**src/rtl/snoop_pkg.sv**
```systemverilog
// rtl/snoop_pkg.sv - shared types for the snoop statistics controller
package snoop_pkg;

    localparam int SNOOP_LEN_WIDTH = 16;

    typedef enum logic [1:0] {
        OFF    = 2'd0,
        SYNC   = 2'd1,
        IDLE   = 2'd2,
        IN_PKT = 2'd3
    } snoop_state_e;

    typedef struct packed {
        logic                       trunc;
        logic [SNOOP_LEN_WIDTH-1:0] flits;
        logic [SNOOP_LEN_WIDTH-1:0] len;
    } snoop_rec_t;

endpackage

```
**src/rtl/keep_popcount.sv**
```systemverilog
// rtl/keep_popcount.sv - tkeep byte count with its registered beat stage
module keep_popcount #(
    parameter int TKEEP_WIDTH = 64,
    parameter int CW          = $clog2(TKEEP_WIDTH + 1)
) (
    input  logic                   clk,
    input  logic                   aresetn,
    input  logic                   in_valid,
    input  logic                   in_last,
    input  logic [TKEEP_WIDTH-1:0] keep,
    output logic                   out_valid,
    output logic                   out_last,
    output logic [CW-1:0]          out_count
);

    logic [CW-1:0] cnt;

    // Count every set keep bit; sparse keep patterns are counted as-is.
    always_comb begin
        cnt = '0;
        for (int i = 0; i < TKEEP_WIDTH; i++) begin
            cnt = cnt + CW'(keep[i]);
        end
    end

    // Stage-1 register: one counted beat with its byte count and last flag.
    always_ff @(posedge clk) begin
        if (!aresetn) begin
            out_valid <= 1'b0;
            out_last  <= 1'b0;
            out_count <= '0;
        end else begin
            out_valid <= in_valid;
            out_last  <= in_valid & in_last;
            out_count <= in_valid ? cnt : '0;
        end
    end

endmodule

```
**src/rtl/snoop_rec_fifo.sv**
```systemverilog
// rtl/snoop_rec_fifo.sv - small record queue, caller guards write/read legality
module snoop_rec_fifo #(
    parameter int DW    = 33,
    parameter int DEPTH = 4
) (
    input  logic          clk,
    input  logic          aresetn,
    input  logic          wr_en,
    input  logic [DW-1:0] wr_data,
    input  logic          rd_en,
    output logic [DW-1:0] rd_data,
    output logic          full,
    output logic          empty
);

    localparam int AW = $clog2(DEPTH);

    logic [DW-1:0] mem [DEPTH];
    logic [AW:0]   wr_ptr;
    logic [AW:0]   rd_ptr;

    assign empty   = (wr_ptr == rd_ptr);
    assign full    = (wr_ptr[AW] != rd_ptr[AW]) && (wr_ptr[AW-1:0] == rd_ptr[AW-1:0]);
    assign rd_data = mem[rd_ptr[AW-1:0]];

    // Pointer update; the extra MSB separates full from empty.
    always_ff @(posedge clk) begin
        if (!aresetn) begin
            wr_ptr <= '0;
            rd_ptr <= '0;
        end else begin
            if (wr_en) wr_ptr <= wr_ptr + (AW+1)'(1);
            if (rd_en) rd_ptr <= rd_ptr + (AW+1)'(1);
        end
    end

    // Storage write; contents need no reset because empty gates the head.
    always_ff @(posedge clk) begin
        if (wr_en) mem[wr_ptr[AW-1:0]] <= wr_data;
    end

endmodule

```
**src/rtl/snoop_stats_ctrl.sv**
```systemverilog
// rtl/snoop_stats_ctrl.sv - passive per-packet length statistics on a monitored stream
module snoop_stats_ctrl
    import snoop_pkg::*;
#(
    parameter int TDATA_WIDTH = 512,
    parameter int TKEEP_WIDTH = TDATA_WIDTH / 8,
    parameter int LEN_WIDTH   = SNOOP_LEN_WIDTH,
    parameter int CNT_WIDTH   = 32,
    parameter int FIFO_DEPTH  = 4
) (
    input  logic                   clk,
    input  logic                   aresetn,
    input  logic                   mon_tvalid,
    input  logic                   mon_tready,
    input  logic                   mon_tlast,
    input  logic [TKEEP_WIDTH-1:0] mon_tkeep,
    input  logic                   enable,
    input  logic                   clear,
    output logic                   rec_valid,
    input  logic                   rec_ready,
    output logic [LEN_WIDTH-1:0]   rec_len,
    output logic [LEN_WIDTH-1:0]   rec_flits,
    output logic                   rec_trunc,
    output logic [CNT_WIDTH-1:0]   pkt_count,
    output logic [CNT_WIDTH-1:0]   byte_count,
    output logic [CNT_WIDTH-1:0]   drop_count,
    output logic                   busy
);

    localparam int PCW = $clog2(TKEEP_WIDTH + 1);
    localparam int RW  = 2 * LEN_WIDTH + 1;
    localparam logic [LEN_WIDTH-1:0] LEN_MAX = '1;

    snoop_state_e state, state_nxt;

    logic                 beat;
    logic                 counted;
    logic                 s1_valid;
    logic                 s1_last;
    logic [PCW-1:0]       s1_count;

    logic [LEN_WIDTH-1:0] acc_len;
    logic [LEN_WIDTH-1:0] acc_flits;
    logic                 acc_trunc;
    logic [CNT_WIDTH-1:0] acc_bytes;

    logic [LEN_WIDTH:0]   len_sum;
    logic [LEN_WIDTH:0]   flits_sum;
    logic [LEN_WIDTH-1:0] len_new;
    logic [LEN_WIDTH-1:0] flits_new;
    logic                 trunc_new;
    logic [CNT_WIDTH-1:0] bytes_new;

    logic                 rec_wr;
    logic                 rec_rd;
    logic                 fifo_wr;
    logic                 fifo_full;
    logic                 fifo_empty;
    logic                 drop;
    logic [RW-1:0]        head;

    assign beat = mon_tvalid & mon_tready;

    // State register.
    always_ff @(posedge clk) begin
        if (!aresetn) state <= OFF;
        else          state <= state_nxt;
    end

    // Next state: SYNC skips to the first packet boundary; an open packet always finishes.
    always_comb begin
        state_nxt = state;
        case (state)
            OFF:    if (enable) state_nxt = SYNC;
            SYNC:   if (!enable) state_nxt = OFF;
                    else if (beat && mon_tlast) state_nxt = IDLE;
            IDLE:   if (!enable) state_nxt = OFF;
                    else if (beat && !mon_tlast) state_nxt = IN_PKT;
            IN_PKT: if (beat && mon_tlast) state_nxt = enable ? IDLE : OFF;
            default: state_nxt = OFF;
        endcase
    end

    // Outputs of the FSM: which beats belong to a recorded packet.
    always_comb begin
        busy    = (state == IN_PKT);
        counted = beat && (((state == IDLE) && enable) || (state == IN_PKT));
    end

    keep_popcount #(
        .TKEEP_WIDTH (TKEEP_WIDTH),
        .CW          (PCW)
    ) u_pop (
        .clk       (clk),
        .aresetn   (aresetn),
        .in_valid  (counted),
        .in_last   (mon_tlast),
        .keep      (mon_tkeep),
        .out_valid (s1_valid),
        .out_last  (s1_last),
        .out_count (s1_count)
    );

    // Saturating per-packet sums including the beat in stage 1.
    always_comb begin
        len_sum   = {1'b0, acc_len} + (LEN_WIDTH+1)'(s1_count);
        flits_sum = {1'b0, acc_flits} + (LEN_WIDTH+1)'(1);
        len_new   = len_sum[LEN_WIDTH]   ? LEN_MAX : len_sum[LEN_WIDTH-1:0];
        flits_new = flits_sum[LEN_WIDTH] ? LEN_MAX : flits_sum[LEN_WIDTH-1:0];
        trunc_new = acc_trunc | len_sum[LEN_WIDTH] | flits_sum[LEN_WIDTH];
        bytes_new = acc_bytes + CNT_WIDTH'(s1_count);
    end

    assign rec_wr  = s1_valid & s1_last;
    assign rec_rd  = rec_valid & rec_ready;
    assign fifo_wr = rec_wr & (~fifo_full | rec_rd);
    assign drop    = rec_wr & fifo_full & ~rec_rd;

    // Packet accumulators; restart from zero once the record is formed.
    always_ff @(posedge clk) begin
        if (!aresetn) begin
            acc_len   <= '0;
            acc_flits <= '0;
            acc_trunc <= 1'b0;
            acc_bytes <= '0;
        end else if (s1_valid) begin
            if (s1_last) begin
                acc_len   <= '0;
                acc_flits <= '0;
                acc_trunc <= 1'b0;
                acc_bytes <= '0;
            end else begin
                acc_len   <= len_new;
                acc_flits <= flits_new;
                acc_trunc <= trunc_new;
                acc_bytes <= bytes_new;
            end
        end
    end

    // Running totals; clear overrides any increment in the same cycle.
    always_ff @(posedge clk) begin
        if (!aresetn || clear) begin
            pkt_count  <= '0;
            byte_count <= '0;
            drop_count <= '0;
        end else if (rec_wr) begin
            pkt_count  <= pkt_count + CNT_WIDTH'(1);
            byte_count <= byte_count + bytes_new;
            if (drop && (drop_count != '1)) drop_count <= drop_count + CNT_WIDTH'(1);
        end
    end

    snoop_rec_fifo #(
        .DW    (RW),
        .DEPTH (FIFO_DEPTH)
    ) u_fifo (
        .clk     (clk),
        .aresetn (aresetn),
        .wr_en   (fifo_wr),
        .wr_data ({trunc_new, flits_new, len_new}),
        .rd_en   (rec_rd),
        .rd_data (head),
        .full    (fifo_full),
        .empty   (fifo_empty)
    );

    // Head of queue, forced to zero when nothing is held.
    always_comb begin
        rec_valid = ~fifo_empty;
        rec_trunc = rec_valid & head[RW-1];
        rec_flits = rec_valid ? head[2*LEN_WIDTH-1:LEN_WIDTH] : '0;
        rec_len   = rec_valid ? head[LEN_WIDTH-1:0] : '0;
    end

endmodule

```
**config.mk**
```make
export PLATFORM = sky130hd
export DESIGN_NAME = snoop_stats_ctrl
export DESIGN_NICKNAME = d
export VERILOG_FILES = /design/src/rtl/snoop_pkg.sv /design/src/rtl/keep_popcount.sv /design/src/rtl/snoop_rec_fifo.sv /design/src/rtl/snoop_stats_ctrl.sv
export SDC_FILE = /design/constraint.sdc
export NUM_CORES = 1
export LEC_CHECK = 0
export CAP_MARGIN = 20
export CORE_ASPECT_RATIO = 1.2
export CORE_MARGIN = 5
export CORE_UTILIZATION = 30
export DETAILED_ROUTE_END_ITERATION = 8
export GPL_TIMING_DRIVEN = 0
export MAX_ROUTING_LAYER = met4
export PLACE_DENSITY = 0.53
export SYNTH_ARGS = -nofsm -noshare
export SYNTH_HDL_FRONTEND = slang
export SYNTH_HIERARCHICAL = 1
export SYNTH_SLANG_ARGS = --single-unit
```
**constraint.sdc**
```tcl
create_clock -name clk -period 11 [get_ports clk]
set_input_delay 2.2 -clock clk [delete_from_list [all_inputs] [get_ports clk]]
set_output_delay 2.2 -clock clk [all_outputs]
set_load 0.01 [all_outputs]
```
# ---- Word-level counts from Yosys, hierarchy flattened
# Memories as Yosys holds them, arrays and structs flattened. A register that Yosys moved wholly into a read port is not among the register bits.
# Cells that the tools add are included.
dict set report totals {
  reg_bits 178
  latch_bits 0
  mem_bits_rw 132
  mem_bits_ro 0
  inputBits 72
  out_inout_bits 131
  wordCells 144
  memories 1
}
# memory words word_bits read_ports rd_ports_with_merged_regs write_ports line
set mem_list {}
lappend mem_list {u_fifo.mem 4 33 1 1 1 snoop_rec_fifo.sv:18} ;# logic [DW-1:0] mem [DEPTH];
dict set report classes {
  n_addsub 71
  multipliers 0
  div_mod_pow 0
  magnitude_cmp 0
  n_eq_ne 11
  shifts 0
  muxes 20
  bitwise 14
  reduce_logical 14
}
# operator count
set ops {}
lappend ops {{$add 7x1->7} 62}
lappend ops {{$mux 16} 6}
lappend ops {{$add 32x1->32 const B} 2}
lappend ops {{$add 32x32->32} 1}
lappend ops {{$add 32x7->32} 1}
lappend ops {{$mux 32} 1}
lappend ops {{$ne 32x32->1 const B} 1}
lappend ops {{$mux 2} 9}
lappend ops {{$add 16x1->17 const B} 1}
lappend ops {{$add 16x7->17} 1}
lappend ops {{$and 1x1->1} 8}
lappend ops {{$pmux 2 s4} 1}
lappend ops {{$add 3x1->3 const B} 2}
lappend ops {{$logic_and 1x1->1} 6}
lappend ops {{$ne 3x3->1 const B} 2}
lappend ops {{$eq 2x2->1 const B} 2}
lappend ops {{$reduce_and 2->1} 2}
lappend ops {{$reduce_and 4->1} 1}
lappend ops {{$eq 3x3->1} 1}
lappend ops {{$mux 1} 3}
lappend ops {{$not 1->1} 3}
lappend ops {{$or 1x1->1} 3}
lappend ops {{$add 1x1->2} 1}
lappend ops {{$eq 2x1->1 const B} 1}
lappend ops {{other kinds (7)} 9}

# ---- Logic depth before layout (Yosys ltp)
# Gate-level depths: netlist (run 1).
dict set report depth {
  depth_word 63
  mapped_depth 22
  ltp_nobuf 22
}

# ---- Cells and area by module
# Netlist (run 1), hierarchy kept.
# mod n_inst cells_per_inst area_each_um2 seq_area_each_um2
set modules_own_cells {}
lappend modules_own_cells {snoop_stats_ctrl 1 1351 10505.1 3263.1}
lappend modules_own_cells {snoop_rec_fifo 1 214 5211.2 4124.0}
lappend modules_own_cells {keep_popcount 1 200 2006.9 180.2}

# ---- Worst setup path after synthesis (run 1)
# No wires, ideal clock.
dict set report synth_timing {
  kind {input -> register}
  start {input mon_tkeep[0]}
  end {register u_pop.out_count[5]}
  setup_time_ns 0.133
  arrival_time_ns 8.298
  required_time_ns 10.867
  slack_ns 2.569
  stages 22
  path_buffers 0
  path_cell_list {inv_1 -> fa_1 -> fa_1 -> inv_1 -> ha_1 -> fa_1 -> ha_1 -> inv_1 -> fa_1 -> inv_1 -> fa_1 -> fa_1 -> inv_1 -> fa_1 -> fa_1 -> fa_1 -> inv_1 -> ha_1 -> nor2b_1 -> o31a_1 -> nand4b_1 -> o211ai_1}
}
dict set report synth_via {
  elab_chain_len 63
}
# item line
set synth_lines {}
lappend synth_lines {{start: declaration} snoop_stats_ctrl.sv:16} ;# input logic [TKEEP_WIDTH-1:0] mon_tkeep,
lappend synth_lines {{$add 1x1->2} keep_popcount.sv:22} ;# cnt = cnt + CW'(keep[i]);
lappend synth_lines {{$add 7x1->7 (62 in a row)} keep_popcount.sv:22}
lappend synth_lines {{end signal: assignment} keep_popcount.sv:35} ;# out_count <= in_valid ? cnt : '0;
lappend synth_lines {{end: declaration} keep_popcount.sv:13} ;# output logic [CW-1:0] out_count
# Every way passes these cells.
# A chain may end at the register's enable or synchronous reset.

# ---- Final worst setup path (run 1)
# Ends and elaborated chain as after synthesis.

==> reports/qor.txt, run 1 <==
Distinct cells, synth = 91
initial antenna violation count = 2
core area = 58500 um^2
synthesized area = 17700 um^2
Initial Util = 30.3%
Synthesized Nets = 1965
power after layout = 4.14 mW
end of the critical path = u_pop/out_count[5]$_SDFF_PN0_
Die Wd = 232 um
pre-CTS setup slack = 1.87 ns
area of the multi-input gates = 9230 um^2
Post-CTS Resized = 0
full die area = 64100 um^2
Hold Buf Count CTS = 0
final instance area = 22000 um^2
Cells after Synth = 1765
Area after DPL = 20800 um^2
leakage = 8.21 nW
final wirelength = 49200 um
Max Clk Rate = 118 MHz
post-layout net count = 2211
R2R Path Start = u_pop/out_count[0]$_SDFF_PN0_
CP Class = in -> reg
CP Launch Type = primary input
Setup TNS = 0 ns
Skew-Pair Late Insertion Delay = 0.56 ns
GRT Total Usage = 15.4%
Yosys warning count = 6
largest net degree at the start of global routing = 27
Register-to-Register Path Depth = 20
Mean Syn Cell Area = 10.0 um^2
share of layout cells above drive strength 1 = 7.86%
clock buffer depth = 3
final worst slack = 2.49 ns
via count = 13.8k
Max Clock Skew = 0.0200 ns
input/output buffers = 202
PwrDens = 188 nW/um^2
period utilization = 77.3%
commonest non-fill, non-tap cells in the layout = 202 x clkdlybuf4s50_1, 180 x dfxtp_1, 150 x nand2_1
Hold Vio Cnt, Final = 0
reg2reg setup slack = 5.82 ns
required time of the critical path = 11.43 ns
most used flip-flop cell after synthesis = dfxtp_1
gpl congestion = 0.885
Clock transition at path regs = 0.06 ns
crit-path max FO = 3
WL/cell = 17.4 um
worst reg2reg path endpoint = byte_count[31]$_SDFFE_PP0P_
filler instances = 5919
H-tree depth = 2
final worst path period need = 8.51 ns
Inserted Clock Buffers = 37
vias per cell = 4.89
Clock Sinks = 312
initial detailed-routing violation count = 774
post-route ant nets = 0
DRT Pass-1 Iters = 5
ys async rst share = 0%
VDD IR-drop max = 0.000627 V
Setup Buffers After CTS = 0
worst slew pin tran = 0.891 ns
die height = 276 um
Slew HR = 40.6%
first-pass GRT wire length = 77400 um
Worst Path Arrival = 8.94 ns
vias in the first global route = 13.8k
Final setup viols = 0
CTS root buffer = clkbuf_16
CTS tree = yes
RSZ-0062 raised after global routing = no
area delta synth->final = 24.3%
critical path startpoint = mon_tkeep[0]
num rows = 97
register area = 7570 um^2
number of I/O pins = 203
commonest non-fill, non-tap cell in the layout = clkdlybuf4s50_1
max-slew violations = 0
min-delay worst type = reg -> reg
dpl hpwl = 37500 um
drt drc = 0
number of synthesized register bits = 312
gr ovfl total = 0
sequential cell area fraction in the yosys report = 42.7%
WHS Path Cells = 2
status = finished, final reports clean
Post-synth EDFFs = 132
max-cap viol count = 0
kind of end point of the critical path = flop
-- routing by layer --
layer	share of wire, %	vias to the layer above	global-route usage, %	wire length, um
met5	0	-	-	0
met4	3.4	0	5.18	1650
met3	3.2	82	1.94	1590
met2	50	272	26.1	24600
met1	43	6724	19.1	21400
li1	-	6768	-	-
-- sequential cells by signal (all words and copies together) (netlist names), named ones only --
signal	flops
u_pop/out_count	7
acc_trunc	1
drop_count	32
acc_bytes	32
state	2
byte_count	32
u_pop/out_last	1
pkt_count	32
u_fifo/wr_ptr	3
u_fifo/rd_ptr	3
u_fifo/mem	132
u_pop/out_valid	1
acc_len	16
acc_flits	16
-- area by class of cell --
cell class	count	share of cell area [%]
timing repair buffer	207	9.58
clock inverter	17	0.858
tap	792	4.50
sequential	312	34.4
clock buffer	47	4.56
antenna	1	0.0114
buffer	84	1.86
inverter	138	2.35
multi-input combinational	1231	41.9
-- cell families after synthesis --
kind of cell | count (synthesis) | synth area share, %
AND/OR/NAND/NOR | 582 | 16.7
buffers and inverters | 222 | 5.24
adder cells (fa/ha/maj) | 128 | 11.4
multiplexers | 41 | 4.72
AO/OA/AOI/OAI | 358 | 13.3
XOR/XNOR | 122 | 6.03
flip-flops | 312 | 42.7
-- worst max-delay path: stages --
cell	delay, ns
clkdlybuf4s50_1	0.46
inv_1	0.05
fa_1	0.48
fa_1	0.49
inv_1	0.04
ha_1	0.18
fa_1	0.44
ha_1	0.29
inv_1	0.05
fa_1	0.52
inv_1	0.05
fa_1	0.50
fa_1	0.55
inv_1	0.06
fa_1	0.50
fa_1	0.52
fa_1	0.60
inv_1	0.06
ha_1	0.27
nor2b_1	0.14
o31a_1	0.29
nand4b_1	0.11
o211ai_1	0.09
-- stage by stage --
step | std cells | util [%] | hold WS (ns)
after detailed placement | 2764 | 35.6 | 0.458
after global placement | 2759 | 35.4 | 0.453
after CTS | 2828 | 37.6 | 0.467
after global routing | 2829 | 37.6 | 0.481
after floorplan | 1765 | - | 0.431
final | 2829 | 37.6 | 0.464
-- worst min path at each step --
stage	start	to	slack [ns]
2_1_floorplan	acc_trunc$_SDFFE_PN0P_	acc_trunc$_SDFFE_PN0P_	0.43
3_3_place_gp	acc_len[6]$_SDFFE_PN0P_	acc_len[6]$_SDFFE_PN0P_	0.45
3_5_place_dp	acc_trunc$_SDFFE_PN0P_	acc_trunc$_SDFFE_PN0P_	0.46
4_1_cts	acc_trunc$_SDFFE_PN0P_	acc_trunc$_SDFFE_PN0P_	0.47
5_1_grt	acc_trunc$_SDFFE_PN0P_	acc_trunc$_SDFFE_PN0P_	0.48
6_report	acc_trunc$_SDFFE_PN0P_	acc_trunc$_SDFFE_PN0P_	0.46
-- Yosys cell counts, drive strengths merged, types with 9 or more instances --
cell	count	share of area [%]
dfxtp	180	20
nand2	152	3.2
nor2	145	3.1
inv	137	2.9
edfxtp	132	22
a21oi	116	3.3
ha	72	5.1
o21ai	71	2.0
clkbuf	63	1.3
xnor2	63	3.1
xor2	59	2.9
fa	56	6.3
nand3	46	1.3
nor2b	44	1.6
mux4	33	4.3
nand4	31	1.2
nor3	30	0.97
a21o	27	1.1
and3	26	0.95
and2	22	0.78
buf	21	0.97
a211oi	18	0.88
a22oi	18	0.76
or3	18	0.64
and4	15	0.76
a31oi	14	0.49
o21a	14	0.59
o211ai	12	0.51
or2	12	0.42
nor4	10	0.35
nand3b	9	0.38
-- power breakdown --
part	internal, mW	switching (mW)	leakage, nW
clock network	0.700	0.502	0.585
registers	1.20	0.00313	2.69
logic	0.815	0.924	4.94
Power figures use the tool's default switching activity.
==> run 2: changes to the inputs <==
- clock period: 11 -> 8.7 ns (I/O delays scaled with it)
==> results of run 2 <==
Same layout as run 1 (identical final DEF). Status: finished, final reports clean.
Main changes from that run: setup slack after placement 1.87 ns -> 0.0256 ns; setup slack after layout 2.49 ns -> 0.652 ns; register-to-register setup slack 5.82 ns -> 3.52 ns; total power 4.14 mW -> 5.24 mW; worst IR drop on VDD 0.000627 V -> 0.000792 V
